[src/rtl/multdiv_pkg.sv]
// Shared types and constants for the iterative multiply/divide unit.
package multdiv_pkg;

  localparam int MD_WIDTH = 32;
  localparam int MD_ITER  = 32;

  // The single dividend/divisor pair whose quotient does not fit in signed 32 bits
  localparam logic [MD_WIDTH-1:0] MD_DIV_OVF = 32'h8000_0000;

  typedef enum logic [1:0] {
    IDLE    = 2'd0,
    RUN_MUL = 2'd1,
    RUN_DIV = 2'd2
  } md_state_t;

  // Unsigned magnitude; 0x80000000 maps to 2^31, which still fits unsigned
  function automatic logic [MD_WIDTH-1:0] magnitude(input logic [MD_WIDTH-1:0] v);
    return v[MD_WIDTH-1] ? -v : v;
  endfunction

endpackage

[src/rtl/multdiv_counter.sv]
// 6-bit iteration counter; last flags the final iteration of an operation.
module multdiv_counter #(
  parameter int ITER = 32
) (
  input  logic clock,
  input  logic reset,
  input  logic clear,
  input  logic enable,
  output logic last
);

  logic [5:0] count_reg;

  assign last = (count_reg == 6'(ITER - 1));

  always_ff @(posedge clock or negedge reset) begin
    if (!reset)
      count_reg <= '0;
    else if (clear)
      count_reg <= '0;
    else if (enable)
      count_reg <= last ? 6'd0 : count_reg + 6'd1;
  end

endmodule

[src/rtl/seq_multdiv_unit.sv]
// Iterative signed multiply (radix-2 Booth) / divide (restoring) unit
// with a fixed 32-iteration latency and restart-on-start semantics.
module seq_multdiv_unit
  import multdiv_pkg::*;
#(
  parameter int WIDTH = MD_WIDTH,
  parameter int ITER  = MD_ITER
) (
  input  logic             clock,
  input  logic             reset,
  input  logic             ctrl_mult,
  input  logic             ctrl_div,
  input  logic [WIDTH-1:0] data_operandA,
  input  logic [WIDTH-1:0] data_operandB,
  output logic [WIDTH-1:0] data_result,
  output logic             data_exception,
  output logic             data_resultRDY,
  output logic             busy
);

  md_state_t state_reg, state_next;
  logic start, run, mul_en, div_en, last;

  // Booth accumulator; hi carries one guard bit so that subtracting a
  // multiplicand of -2^31 cannot wrap.
  logic [WIDTH-1:0] mcand_reg, lo_reg, lo_next;
  logic [WIDTH:0]   hi_reg, hi_next, sum;
  logic             qm1_reg, qm1_next, mul_ovf;
  logic [WIDTH+1:0] ovf_bits;

  logic [WIDTH-1:0] dvsr_reg, rem_reg, rem_next, quot_reg, quot_next, div_q;
  logic [WIDTH:0]   shifted, trial;
  logic             q_neg_reg, b_zero_reg, d_ovf_reg, ge;

  logic [WIDTH-1:0] result_reg;
  logic             exc_reg, rdy_reg;

  assign start = ctrl_mult | ctrl_div;

  multdiv_counter #(.ITER(ITER)) u_counter (
    .clock  (clock),
    .reset  (reset),
    .clear  (start),
    .enable (run),
    .last   (last)
  );

  always_ff @(posedge clock or negedge reset) begin
    if (!reset)
      state_reg <= IDLE;
    else
      state_reg <= state_next;
  end

  always_comb begin
    state_next = state_reg;
    if (ctrl_mult)
      state_next = RUN_MUL;
    else if (ctrl_div)
      state_next = RUN_DIV;
    else if (state_reg != IDLE && last)
      state_next = IDLE;
  end

  always_comb begin
    run    = (state_reg != IDLE);
    mul_en = (state_reg == RUN_MUL);
    div_en = (state_reg == RUN_DIV);
    busy   = run | rdy_reg;
  end

  always_comb begin
    sum = hi_reg;
    case ({lo_reg[0], qm1_reg})
      2'b01:   sum = hi_reg + {mcand_reg[WIDTH-1], mcand_reg};
      2'b10:   sum = hi_reg - {mcand_reg[WIDTH-1], mcand_reg};
      default: sum = hi_reg;
    endcase
    hi_next  = {sum[WIDTH], sum[WIDTH:1]};
    lo_next  = {sum[0], lo_reg[WIDTH-1:1]};
    qm1_next = lo_reg[0];
    // Product fits in signed 32 bits only if everything above bit 30 is sign
    ovf_bits = {hi_next, lo_next[WIDTH-1]};
    mul_ovf  = !((&ovf_bits) || !(|ovf_bits));
  end

  always_comb begin
    shifted   = {rem_reg, quot_reg[WIDTH-1]};
    trial     = shifted - {1'b0, dvsr_reg};
    ge        = !trial[WIDTH];
    rem_next  = ge ? trial[WIDTH-1:0] : shifted[WIDTH-1:0];
    quot_next = {quot_reg[WIDTH-2:0], ge};
    div_q     = q_neg_reg ? -quot_next : quot_next;
  end

  always_ff @(posedge clock or negedge reset) begin
    if (!reset) begin
      mcand_reg  <= '0;
      hi_reg     <= '0;
      lo_reg     <= '0;
      qm1_reg    <= 1'b0;
      dvsr_reg   <= '0;
      rem_reg    <= '0;
      quot_reg   <= '0;
      q_neg_reg  <= 1'b0;
      b_zero_reg <= 1'b0;
      d_ovf_reg  <= 1'b0;
    end else if (start) begin
      mcand_reg  <= data_operandA;
      hi_reg     <= '0;
      lo_reg     <= data_operandB;
      qm1_reg    <= 1'b0;
      dvsr_reg   <= magnitude(data_operandB);
      rem_reg    <= '0;
      quot_reg   <= magnitude(data_operandA);
      q_neg_reg  <= data_operandA[WIDTH-1] ^ data_operandB[WIDTH-1];
      b_zero_reg <= (data_operandB == '0);
      d_ovf_reg  <= (data_operandA == MD_DIV_OVF) && (&data_operandB);
    end else if (mul_en) begin
      hi_reg  <= hi_next;
      lo_reg  <= lo_next;
      qm1_reg <= qm1_next;
    end else if (div_en) begin
      rem_reg  <= rem_next;
      quot_reg <= quot_next;
    end
  end

  // Completion still reports when a new start lands on the final edge
  always_ff @(posedge clock or negedge reset) begin
    if (!reset) begin
      result_reg <= '0;
      exc_reg    <= 1'b0;
      rdy_reg    <= 1'b0;
    end else begin
      rdy_reg <= run && last;
      if (mul_en && last) begin
        result_reg <= lo_next;
        exc_reg    <= mul_ovf;
      end else if (div_en && last) begin
        result_reg <= b_zero_reg ? '0 : div_q;
        exc_reg    <= b_zero_reg | d_ovf_reg;
      end
    end
  end

  assign data_result    = result_reg;
  assign data_exception = exc_reg;
  assign data_resultRDY = rdy_reg;

endmodule

[config.mk]
export PLATFORM = sky130hd
export DESIGN_NAME = seq_multdiv_unit
export DESIGN_NICKNAME = d
export VERILOG_FILES = /design/src/rtl/multdiv_pkg.sv /design/src/rtl/multdiv_counter.sv /design/src/rtl/seq_multdiv_unit.sv
export SDC_FILE = /design/constraint.sdc
export NUM_CORES = 1
export LEC_CHECK = 0
export CAP_MARGIN = 40
export CORE_MARGIN = 1
export CORE_UTILIZATION = 53
export DETAILED_ROUTE_END_ITERATION = 10
export PLACE_DENSITY = 0.72
export REMOVE_ABC_BUFFERS = 1
export SETUP_SLACK_MARGIN = 0.02
export SLEW_MARGIN = 20
export SYNTH_ARGS = -nofsm -noshare
export SYNTH_HDL_FRONTEND = slang
export SYNTH_SLANG_ARGS = --single-unit
[constraint.sdc]
create_clock -name clock -period 5.22 [get_ports clock]
set_input_delay 1.044 -clock clock [delete_from_list [all_inputs] [get_ports clock]]
set_output_delay 1.044 -clock clock [all_outputs]
set_load 0.05 [all_outputs]
# Word level (Yosys, flattened, before mapping)
# Cells that the tools add are included.
word_totals:
  memories: 0
  reg_bits: 239
  mem_bits_rw: 0
  output_inout_bits: 35
  romBits: 0
  latchBits: 0
classes:
  reduce_logical: 19
  bitwise_logic: 4
  eq_ne: 7
  muxes: 28
  shift: 0
  div_mod_pow: 0
  n_lt_le_gt_ge: 0
  n_mul: 0
  addsub: 7
op_table:
  columns: ["operator", "n"]
  rows:
  - ["two-way mux 32 bit", 15]
  - ["negation 32 bit", 3]
  - ["two-way mux 33 bit", 2]
  - ["one-hot mux 33 bit (2 select lines)", 1]
  - ["adder 33 bit", 1]
  - ["AND reduction 33 bit", 1]
  - ["OR reduction 33 bit", 1]
  - ["subtractor 33 x 32 -> 33 bit", 1]
  - ["subtractor 33 bit", 1]
  - ["== test 32 bit, second input constant", 1]
  - ["zero test 32 bit", 1]
  - ["AND reduction 32 bit", 1]
  - ["two-way mux 6 bit", 3]
  - ["nonzero test 2 bit", 5]
  - ["adder 6 x 1 -> 6 bit, second input constant", 1]
  - ["== test 6 x 5 -> 1 bit, second input constant", 1]
  - ["two-way mux 2 bit", 3]
  - ["== test 2 x 1 -> 1 bit, second input constant", 2]
  - ["== test 2 bit, second input constant", 2]
  - ["logical AND 1 bit", 4]
  - ["two-way mux 1 bit", 4]
  - ["zero test 1 bit", 3]
  - ["bitwise OR 1 bit", 3]
  - ["nonzero test 3 bit", 1]
  - ["other kinds (4)", 4]

# Depth between registers and ports, before layout
# Gate-level depths: netlist (run 1).
logic_depth:
  word_depth: 7
  mapped_depth: 24
  depth_no_buf: 21

# By module
# A second synthesis (run 1) with hierarchy kept.
hier_totals:
  hier_cells: 2054
  area_unflattened_um2: 16469.5
modules_own_cells:
  columns: ["mod", "instances", "area_per_inst_um2", "cells_each", "seq_area_each_um2"]
  rows:
  - ["seq_multdiv_unit", 1, 16148.0, 2021, 5805.6]
  - ["multdiv_counter", 1, 321.6, 33, 150.1]

# Least setup slack after synthesis (run 1)
# No wires, ideal clock.
synth_path:
  path_kind: "register to register"
  from: "register rem_reg[24]"
  to: "register result_reg[28], in the netlist data_result[28]"
  t_required_ns: 5.085
  arrival_ns: 4.573
  stages_incl_launch_ff: 22
  setup_slack_ns: 0.511
  cell_sequence: "dfrtp_1 -> ha_1 -> a21oi_1 -> o21ai_0 -> a211o_1 -> a21o_1 -> a2111o_1 -> o211a_1 -> buf_2 -> inv_2 -> clkbuf_1 -> ha_1 -> nand2b_1 -> or2_2 -> or3_1 -> clkbuf_1 -> nand2b_1 -> or2_1 -> o31ai_1 -> xnor2_1 -> a21boi_0 -> o21ai_0"
synth_via:
  elab_chain_len: 7
synth_lines:
  columns: ["element", "line_no", "source"]
  rows:
  - ["from (decl)", "seq_multdiv_unit.sv:31", "logic [WIDTH-1:0] dvsr_reg, rem_reg, rem_next, quot_reg, quot_next, div_q;"]
  - ["from (signal assigned)", "seq_multdiv_unit.sv:124", "rem_reg <= rem_next;"]
  - ["subtractor 33 x 32 -> 33 bit", "seq_multdiv_unit.sv:89", "trial = shifted - {1'b0, dvsr_reg};"]
  - ["zero test 1 bit", "seq_multdiv_unit.sv:90", "ge = !trial[WIDTH];"]
  - ["negation 32 bit", "seq_multdiv_unit.sv:93", "div_q = q_neg_reg ? -quot_next : quot_next;"]
  - ["two-way mux 32 bit", "seq_multdiv_unit.sv:93", null]
  - ["two-way mux 32 bit", "seq_multdiv_unit.sv:141", "result_reg <= b_zero_reg ? '0 : div_q;"]
  - ["two-way mux 32 bit", "seq_multdiv_unit.sv:140", "end else if (div_en && last) begin"]
  - ["two-way mux 32 bit", "seq_multdiv_unit.sv:137", "if (mul_en && last) begin"]
  - ["to (signal assigned)", "seq_multdiv_unit.sv:138", "result_reg <= lo_next;"]
  - ["to (signal assigned)", "seq_multdiv_unit.sv:141", null]
  - ["to (decl)", "seq_multdiv_unit.sv:35", "logic [WIDTH-1:0] result_reg;"]
# Every way passes these cells. The select of a mux whose other input is x is not followed.
# A chain may end at the register's enable or synchronous reset.

# Worst setup path in the final report (run 1)
layout_path:
  from: "register mcand_reg[1]"
  to: "register exc_reg, in the netlist data_exception"
layout_via:
  elab_chain_len: 7
layout_lines:
  columns: ["element", "line_no", "source"]
  rows:
  - ["from (decl)", "seq_multdiv_unit.sv:26", "logic [WIDTH-1:0] mcand_reg, lo_reg, lo_next;"]
  - ["from (signal assigned)", "seq_multdiv_unit.sv:109", "mcand_reg <= data_operandA;"]
  - ["subtractor 33 bit or adder 33 bit (tied branches)", "seq_multdiv_unit.sv:76, seq_multdiv_unit.sv:75", null]
  - ["one-hot mux 33 bit (2 select lines) (*)", "seq_multdiv_unit.sv:74", "case ({lo_reg[0], qm1_reg})"]
  - ["OR reduction 33 bit", "seq_multdiv_unit.sv:84", "mul_ovf = !((&ovf_bits) || !(|ovf_bits));"]
  - ["zero test 1 bit", "seq_multdiv_unit.sv:84", null]
  - ["logical OR 1 bit (*)", "seq_multdiv_unit.sv:84", null]
  - ["zero test 1 bit (*)", "seq_multdiv_unit.sv:84", null]
  - ["two-way mux 1 bit (*)", "seq_multdiv_unit.sv:137", null]
  - ["to (signal assigned)", "seq_multdiv_unit.sv:139", "exc_reg <= mul_ovf;"]
  - ["to (signal assigned)", "seq_multdiv_unit.sv:142", "exc_reg <= b_zero_reg | d_ovf_reg;"]
  - ["to (decl)", "seq_multdiv_unit.sv:36", "logic exc_reg, rdy_reg;"]
# Every way passes the cells marked *; elsewhere a longest branch is shown, timed or not.

==> metrics.txt, run 1 <==
share of cells above drive strength 1=5.70%; Iteration-0 DRC Markers=1123; die width=181 um; Max FO, Critical Path=10; Post-synth EDFFs=0; Crit path required time=5.64 ns; leakage power=8.30 nW; Period minus WS final=4.88 ns; Die Ht=181 um; Initial Utilization=53.9%; initial antenna violation count=0; area delta synth->final=14.5%; PortBufs=102; max_cap viols=0; sequential area share after synthesis=34.9%; largest net degree at the start of global routing=222; CP max stage cell=nor4_1; Synth Register Bits=238; HP Class=reg2reg; Critical Path Start Type=flop; Max stage delay on crit path=0.53 ns; clk_lat worst skew=0.57 ns; Peak Freq=0.205 GHz; Critical Path AT=5.30 ns; Root Buffer=clkbuf_16; Mapped Area=17100 um^2; Fin. Hold Viols=0; dpl hpwl=34300 um; 1st-pass router iterations=6; outcome=finished, final reports clean; Crit path max-delay family=simple AND/OR/NAND/NOR gates; DRC viols=0; final wirelength=48700 um; CTS tree=yes; Buf/Inv on CP=0; first-pass GRT wire length=80600 um; Final Max Slew Viols=0; Power Dens Cells=297 nW/um^2; htree depth=1; TritonCTS buffer count=27; Antenna Nets Post-Route=0; cell mode on critical path=nor4_1; Worst Setup End Kind=flop; critical path type=reg2reg; Via density=6.22; worst-margin pin slew=0.900 ns; crit-path cells=nor4_1 -> nand3b_1 -> or4_1 -> nor2_2 -> a21oi_1 -> xnor2_1 -> ha_1 -> a21oi_2 -> a21oi_1 -> nor2b_1 -> o22ai_1 -> a221o_1 -> o32a_1 -> nor4_1 -> nand4_1 -> nor4_1 -> nor3_1; clk_skew=0.0284 ns; gr usage total=29.9%; Post-CTS Setup Bufs=0; Final Cycle Share=93.6%; Via Count=16.1k; Overflow after GRT=0; FP Rows=65; placed instance area=18400 um^2; clk buf depth=3; number of distinct library cells after synthesis=79; die area=32900 um^2; synthesis warning total=0; DR WL/cell=18.8 um; clk slew on worst S/H paths=0.07 ns; Syn Inst Count=2134; Slew HR=40.0%; vias in the first global route=15.5k; core area=31600 um^2; # clock sinks=238; Finished Cell Area=19500 um^2; Most used DFF post-synth=dfrtp_1; synthesized area per cell=7.99 um^2; final setup fails=0; Final GP Congestion=0.936; Async SR Flop Fraction=100%; worst vdd ir=243 uV; Layout Nets=2314; num ports=103; Inserted Diodes=0; Final Util=61.7%
-- worst register-to-register path, delay by kind of cell, from the launching register on --
kind,cells,cell delay [ns]
adder cells (fa/ha/maj),1,0.44
AND/OR/NAND/NOR,9,2.52
XOR/XNOR,1,0.14
flip-flops,1,0.42
AO/OA/AOI/OAI,6,1.26
-- routing by layer --
layer,routed length (um),track usage [%]
met5,0,0
met2,21400,46.0
met4,1290,8.54
met1,23100,44.2
met3,2980,3.37
-- synth_stat cells (16+ instances only) --
cell	instances	share of area, %
nand2b_1	20	0.73
a21oi_1	98	2.9
a31oi_1	78	2.9
and3_1	20	0.73
dfrtp_1	238	35
o31ai_1	34	1.5
a21boi_0	17	0.75
nor4_1	18	0.66
inv_1	73	1.6
xor2_1	59	3.0
nand3_1	30	0.88
nand2_1	399	8.8
and2_1	16	0.59
o41ai_1	16	0.82
nor3_1	45	1.3
nor2_1	184	4.0
a211oi_1	45	2.0
o21ai_0	140	4.1
ha_1	71	5.2
nor3b_1	17	0.75
xnor2_1	93	4.8
clkbuf_1	102	2.2
a21o_1	21	0.92
or3_1	41	1.5
-- kinds of logic after synthesis --
kind of cell             Yosys count  share of synthesized area [%]
AND/OR/NAND/NOR                  878                           23.9
AO/OA/AOI/OAI                    588                           22.9
flip-flops                       238                           34.9
buffers and inverters            192                           4.25
XOR/XNOR                         152                           7.81
adder cells (fa/ha/maj)           73                           5.44
multiplexers                      13                          0.792
-- area by class of cell --
type / count / area, um^2
flip-flops and latches: 238 / 5960
clock buffers: 34 / 742
well taps: 402 / 503
multi-input cells: 1704 / 10500
clock inverters: 15 / 275
fillers: 2790 / 12100
inverters: 74 / 278
repair buffers: 128 / 1300
-- path summary, 6_finish.rpt --
kind	startpoint	endpoint	slack (ns)	depth (start not counted)
worst max-delay path	mcand_reg[1]$_DFFE_PN0N_	data_exception$_DFFE_PN0P_	0.34	17
worst min register to register	dvsr_reg[21]$_DFFE_PN0N_	dvsr_reg[21]$_DFFE_PN0N_	0.48	2
worst max register to register	mcand_reg[1]$_DFFE_PN0N_	data_exception$_DFFE_PN0P_	0.34	17
worst min-delay path	dvsr_reg[21]$_DFFE_PN0N_	dvsr_reg[21]$_DFFE_PN0N_	0.48	2
min in group asynchronous	reset	hi_reg[27]$_DFFE_PN0P_	0.49	1
max in group asynchronous	reset	rem_reg[9]$_DFFE_PN0P_	3.67	2
-- placed cells by master, fill, tap and decap left out, types with 20 or more instances in the layout --
cell type / count
xor2_1: 59
dfrtp_1: 238
xnor2_1: 93
nor2_1: 182
ha_1: 70
clkbuf_16: 27
nand3_1: 30
buf_4: 20
nor3_1: 43
nand2_1: 399
or3_1: 41
and3_1: 20
a211oi_1: 41
clkdlybuf4s50_1: 101
o31ai_1: 34
a21oi_1: 96
a21o_1: 21
o21ai_0: 140
a31oi_1: 78
inv_1: 73
-- power by group --
| part | switching (W) | total, W | internal, W |
|---|---|---|---|
| clock | 0.000827 | 0.00218 | 0.00136 |
| sequential | 0.000130 | 0.00210 | 0.00197 |
| combinational | 0.000920 | 0.00151 | 0.000594 |
-- repair_timing --
action / CTS / global route
hold buffers: 0 / 0
setup endpoints to repair: 0 / 3
resized for setup: 0 / 12
-- through the flow --
step | power (W) | hold WS (ns) | TNS, ns | instances | setup slack [ns]
2_1_floorplan | 0.00315 | 0.443 | -397.78 | 2016 | -3.53
3_3_place_gp | 0.00357 | 0.461 | 0 | 2542 | 0.314
4_1_cts | 0.00579 | 0.481 | 0 | 2592 | 0.0501
6_report | 0.00580 | 0.480 | 0 | 2595 | 0.336
3_5_place_dp | 0.00360 | 0.467 | 0 | 2543 | 0.0939
5_1_grt | 0.00609 | 0.499 | -0.00241 | 2595 | -0.00241
Note: power is estimated with default switching activity, not from simulation.
==> run 2, diff against run 1 <==
--- a/config.mk
+++ b/config.mk
@@ -7,12 +7,12 @@
 export LEC_CHECK = 0
 export CAP_MARGIN = 40
 export CORE_MARGIN = 1
-export CORE_UTILIZATION = 53
+export CORE_UTILIZATION = 40
 export DETAILED_ROUTE_END_ITERATION = 10
-export PLACE_DENSITY = 0.72
 export REMOVE_ABC_BUFFERS = 1
 export SETUP_SLACK_MARGIN = 0.02
 export SLEW_MARGIN = 20
 export SYNTH_ARGS = -nofsm -noshare
 export SYNTH_HDL_FRONTEND = slang
+export SYNTH_HIERARCHICAL = 1
 export SYNTH_SLANG_ARGS = --single-unit
==> run 2 against run 1 <==
Area after synthesis is 3.4% lower. Total power shrank 3.3%. Global-route usage is 7.0 points lower. Die area increased by 28%. Cell area decreased by 0.86%. Critical path depth up 4. Worst setup slack got worse by 0.082 ns. Synthesized cell count is 3.7% lower. Sequential power about the same. Core utilization down 14 points. Clock power shrank 7%.
==> metrics.txt, run 2 <==
outcome=finished, final reports clean; clk slew on worst S/H paths=0.06 ns; Final Hold Slack=0.472 ns; Final Max Slew Viols=0; Syn Inst Count=2054; Final GP Congestion=0.926; Final Cycle Share=95.1%; Worst Setup End Kind=flop; post-synth top area cell=dfrtp_1; Period minus WS final=4.97 ns; synthesized area per cell=8.02 um^2; DR WL/cell=17.8 um; worst vdd ir=201 uV; fillers=3976; critical path type=reg2reg; Layout Nets=2283; DRC viols=0; area delta synth->final=17.6%; vias in the first global route=14.3k; synth top area cells=dfrtp_1, nand2_1, xnor2_1; gr usage total=22.9%; # clock sinks=238; commonest non-fill, non-tap cell in the layout=nand2_1; max_cap viols=0; most frequent cell after synthesis=nand2_1; TritonCTS buffer count=29; clk_lat worst skew=0.55 ns; Via density=5.60; Initial Utilization=41.0%; Critical Path Start Type=flop; sequential area share after synthesis=36.2%; CP max stage cell=or4_4; clk buf depth=3; die width=205 um; Post-synth EDFFs=0; crit-path cells=or4_4 -> nor4_2 -> buf_4 -> and3b_2 -> and3b_2 -> nor2_1 -> xnor2_1 -> ha_1 -> nand2_1 -> or3_1 -> o311ai_1 -> buf_4 -> a21oi_1 -> xnor2_1 -> o21ai_0 -> or3_1 -> nor4_2 -> buf_4 -> nand4_1 -> o311ai_2 -> nand2_1; 1st-pass router iterations=5; Antenna Nets Post-Route=0; FP Rows=73; Inserted Diodes=0; Most used DFF post-synth=dfrtp_1; core area=40200 um^2; Mapped Area=16500 um^2; final setup fails=0; commonest non-fill, non-tap cells in the layout=nand2_1, dfrtp_1, nor2_1, o21ai_0, xnor2_1; number of distinct library cells after synthesis=75; CTS tree=yes; top cells by count, synth=nand2_1, dfrtp_1, nor2_1, o21ai_0, xnor2_1; num ports=103; HP Class=in2async; PortBufs=102; Power Dens Cells=290 nW/um^2; initial antenna violation count=1; share of cells above drive strength 1=7.67%; Max FO, Critical Path=4; reg2reg start=mcand_reg[5]$_DFFE_PN0N_; RSZ-0062 raised after global routing=true; htree depth=1; fin cells=2689; Slew HR=41.9%; dpl hpwl=34600 um; setup tns final=0 ns; Via Count=15.1k; Async SR Flop Fraction=100%; Iteration-0 DRC Markers=1023; Die Ht=205 um; leakage power=8.32 nW; R2R depth=21; Yosys top cell area share=36.2%; Critical Path AT=5.40 ns; die area=42000 um^2; worst-margin pin slew=0.864 ns; Synth Register Bits=238; Root Buffer=clkbuf_16; clk_skew=0.0118 ns; Fin. Hold Viols=0; synthesis warning total=6; largest net degree at the start of global routing=200; Overflow after GRT=0; Design Power=0.00561 W; CP Launch Point=mcand_reg[5]$_DFFE_PN0N_; Crit path required time=5.65 ns; Cells after DPL=2635; first-pass GRT wire length=77200 um; Peak Freq=0.201 GHz; Max stage delay on crit path=0.57 ns; final wirelength=47900 um; cell mode on critical path=buf_4
==> run 2: cell count changes after synthesis, moves of 14 or more <==
cell     before  now
or3_1        41   23
nor3b_1      17    3
o21ai_0     140  158
xnor2_1      93  108
mux2i_1       9   33
==> run 2: area by class of cell <==
type,count,area [um^2],area share (%)
sequential,238,5960,30.8
multi-input combinational,1633,9940,51.3
inverter,71,268,1.38
clock inverter,18,175,0.905
clock buffer,35,778,4.02
tap,525,657,3.39
timing repair buffer,169,1590,8.20
==> run 2: report_power, final <==
part	internal, W	switching, W
registers	0.00197	0.000126
logic	0.000601	0.000875
clock network	0.00120	0.000828
==> run 2: worst max-delay path, delay by kind of cell, from the launching register on <==
kind / cells / cell delay (ns)
buf+inv: 3 / 0.50
fa+ha+maj: 1 / 0.33
compound gates: 4 / 0.81
flops: 1 / 0.40
xor+xnor: 2 / 0.28
simple gates: 11 / 2.52
==> run 2: worst paths after layout <==
check,endpoint,slack [ns]
setup / recovery,data_exception$_DFFE_PN0P_,0.25
hold / removal,dvsr_reg[26]$_DFFE_PN0N_,0.47
setup reg to reg,data_exception$_DFFE_PN0P_,0.25
hold reg to reg,dvsr_reg[5]$_DFFE_PN0N_,0.48
max in group asynchronous,data_result[8]$_DFFE_PN0P_,3.55
min in group clock,dvsr_reg[5]$_DFFE_PN0N_,0.48
==> run 2: cells by family after synthesis <==
family          synth area share [%]
buf+inv                         4.24
flops                           36.2
mux                             2.21
fa+ha+maj                       5.64
simple gates                    21.7
xor+xnor                        9.04
compound gates                  21.0
==> run 2: what timing repair did <==
action / in CTS / in global routing
hold buffers: 0 / 0
setup endpoints to repair: 2 / 11
pin swaps: 0 / 5
buffers inserted: 0 / 1
resized for setup: 3 / 20
==> run 2: metal layers <==
layer  wire [um]  vias up  global-route usage (%)
li1            -     7396                       -
met1       23700     7256                    34.3
met2       20600      352                    34.4
met3        2580       57                    3.34
met4         959        0                    5.11
met5           0        -                       0
==> run 2: through the flow <==
stage                     setup slack (ns)  utilization, %  cell area [um^2]
after floorplan                      -8.18               -             16000
after global placement              0.0805            45.4             18300
after detailed placement          -0.00745            45.6             18300
after CTS                           0.0406            48.0             19300
after global routing               -0.0449            48.2             19400
final                                0.254            48.2             19400
==> run 3, diff against run 2 <==
--- a/config.mk
+++ b/config.mk
@@ -5,7 +5,7 @@
 export SDC_FILE = /design/constraint.sdc
 export NUM_CORES = 1
 export LEC_CHECK = 0
-export CAP_MARGIN = 40
+export CAP_MARGIN = 10
 export CORE_MARGIN = 1
 export CORE_UTILIZATION = 40
 export DETAILED_ROUTE_END_ITERATION = 10
==> run 3 against run 2 <==
Clock skew is 0.0035 ns higher. Final cell count hardly changed. Routed wire length is 0.45% higher. Hold slack worse by 0.040 ns. Via count is 0.18% higher. Global-route usage is 0.22 points higher. Cell area is 0.25% lower. Critical path depth stayed put. Worst setup slack worse by 0.086 ns. Non-clock buffer count is 2 lower.
==> metrics.txt, run 3 (same netlist as run 2, synthesis figures left out) <==
outcome=finished, final reports clean; initial antenna violation count=1; DRC viols=0; Via density=5.62; Final Max Slew Viols=0; CTS tree=yes; Inserted Diodes=0; max_cap viols=0; Critical Path Start Type=flop; Slew HR=37.2%; Final Cycle Share=96.8%; RSZ-0062 raised after global routing=true; PortBufs=102; core area=40200 um^2; Fin. Hold Viols=0; Overflow after GRT=0; # clock sinks=238; 1st-pass router iterations=5; final wirelength=48100 um; sequential share of power=37.5%; Sw Ratio=32.8%; die area=42000 um^2; DR WL/cell=17.9 um; Max FO, Critical Path=4; Antenna Nets Post-Route=0; Clk pwr share=36.3%; final setup fails=0; area delta synth->final=17.3%; clk buf depth=3; num ports=103; Crit path required time=5.69 ns; HP Class=in2async; Layout Nets=2281; Root Buffer=clkbuf_16; Period minus WS final=5.05 ns; Comb pwr share=26.2%; TritonCTS buffer count=29; Power Dens Cells=290 nW/um^2; Switch Pwr=0.00184 W; internal power=0.00376 W; Reg2Reg Setup Slack=0.17 ns; Iteration-0 DRC Markers=1074; first-pass GRT wire length=77600 um; Peak Freq=0.198 GHz; clk slew on worst S/H paths=0.06 ns; gr usage total=23.1%; Die Ht=205 um; FP Rows=73; worst vdd ir=222 uV; Worst Setup End Kind=flop; fillers=3982; clk_skew=0.0153 ns; htree depth=1; Critical Path AT=5.52 ns; Final GP Congestion=0.926; leakage power=8.30 nW; reg-to-reg endpoint=data_exception$_DFFE_PN0P_; Initial Utilization=41.0%; commonest non-fill, non-tap cells in the layout=nand2_1, dfrtp_1, nor2_1, o21ai_0, xnor2_1; R2R depth=21; clk_lat worst skew=0.58 ns; Via Count=15.1k; share of cells above drive strength 1=7.40%; setup tns final=0 ns; die width=205 um; vias in the first global route=14.3k; commonest non-fill, non-tap cell in the layout=nand2_1; fin cells=2687; critical path type=reg2reg; largest net degree at the start of global routing=200; worst-margin pin slew=0.941 ns; dpl hpwl=34300 um; Cells after DPL=2631; reg2reg start=mcand_reg[5]$_DFFE_PN0N_
==> run 3: metal layers <==
metal / track usage [%] / vias to the layer above / wire, um
li1: - / 7405 / -
met1: 34.5 / 7255 / 23700
met2: 34.7 / 367 / 20700
met3: 3.31 / 61 / 2750
met4: 5.58 / 0 / 1050
met5: 0 / - / 0
==> run 3: critical path, stage by stage (launching register included) <==
cell	delay, ns
dfrtp_1	0.40
or4_4	0.57
nor4_2	0.16
buf_4	0.16
and3b_2	0.21
and3b_2	0.24
nor2_1	0.06
xnor2_1	0.15
ha_1	0.33
nand2_1	0.07
or3_1	0.39
o311ai_1	0.31
buf_4	0.19
a21oi_1	0.07
xnor2_1	0.13
o21ai_0	0.14
or3_1	0.40
nor4_1	0.32
buf_4	0.17
nand4_1	0.10
o311ai_2	0.27
nand2_1	0.08
==> run 3: final cells by class <==
| class | instances | area, um^2 | share of cell area, % |
|---|---|---|---|
| timing repair buffer | 167 | 1540 | 7.97 |
| clock inverter | 12 | 134 | 0.693 |
| tap | 525 | 657 | 3.40 |
| clock buffer | 41 | 821 | 4.25 |
| multi-input combinational | 1633 | 9940 | 51.5 |
| sequential | 238 | 5960 | 30.8 |
| inverter | 71 | 268 | 1.39 |
==> run 3: worst max path at each step <==
stage / start / endpoint
final: mcand_reg[5]$_DFFE_PN0N_ / data_exception$_DFFE_PN0P_
after global routing: mcand_reg[5]$_DFFE_PN0N_ / data_exception$_DFFE_PN0P_
after CTS: mcand_reg[5]$_DFFE_PN0N_ / data_exception$_DFFE_PN0P_
after detailed placement: quot_reg[31]$_DFFE_PN0P_ / data_result[28]$_DFFE_PN0P_
after global placement: quot_reg[31]$_DFFE_PN0P_ / data_result[28]$_DFFE_PN0P_
after floorplan: ctrl_mult / u_counter/count_reg[3]$_DFFE_PN0P_
==> run 3: power groups by stage <==
stage	combinational, W	clock (W)	sequential, W
final	0.00147	0.00203	0.00210
after detailed placement	0.00144	0	0.00213
after CTS	0.00145	0.00209	0.00210
after global placement	0.00143	0	0.00212
after floorplan	0.000981	0	0.00210
after global routing	0.00164	0.00216	0.00212
==> run 3: timing repair <==
action                     4_1_cts  5_1_grt
setup buffers                    0        3
gates resized for setup          2       18
setup endpoints to repair        2        9
pin swaps                        0        7
hold buffers                     0        0
hold endpoints to repair         0        0
==> run 3: through the flow <==
stage	hold slack (ns)	total power (W)	util (%)	area, um^2	setup slack, ns
final	0.433	0.00560	48.1	19300	0.167
after global routing	0.490	0.00591	48.1	19300	-0.0257
after CTS	0.461	0.00564	47.8	19200	0.0234
after detailed placement	0.467	0.00357	45.4	18300	-0.0514
after global placement	0.460	0.00355	45.4	18300	0.0805
after floorplan	0.445	0.00308	-	16000	-8.18
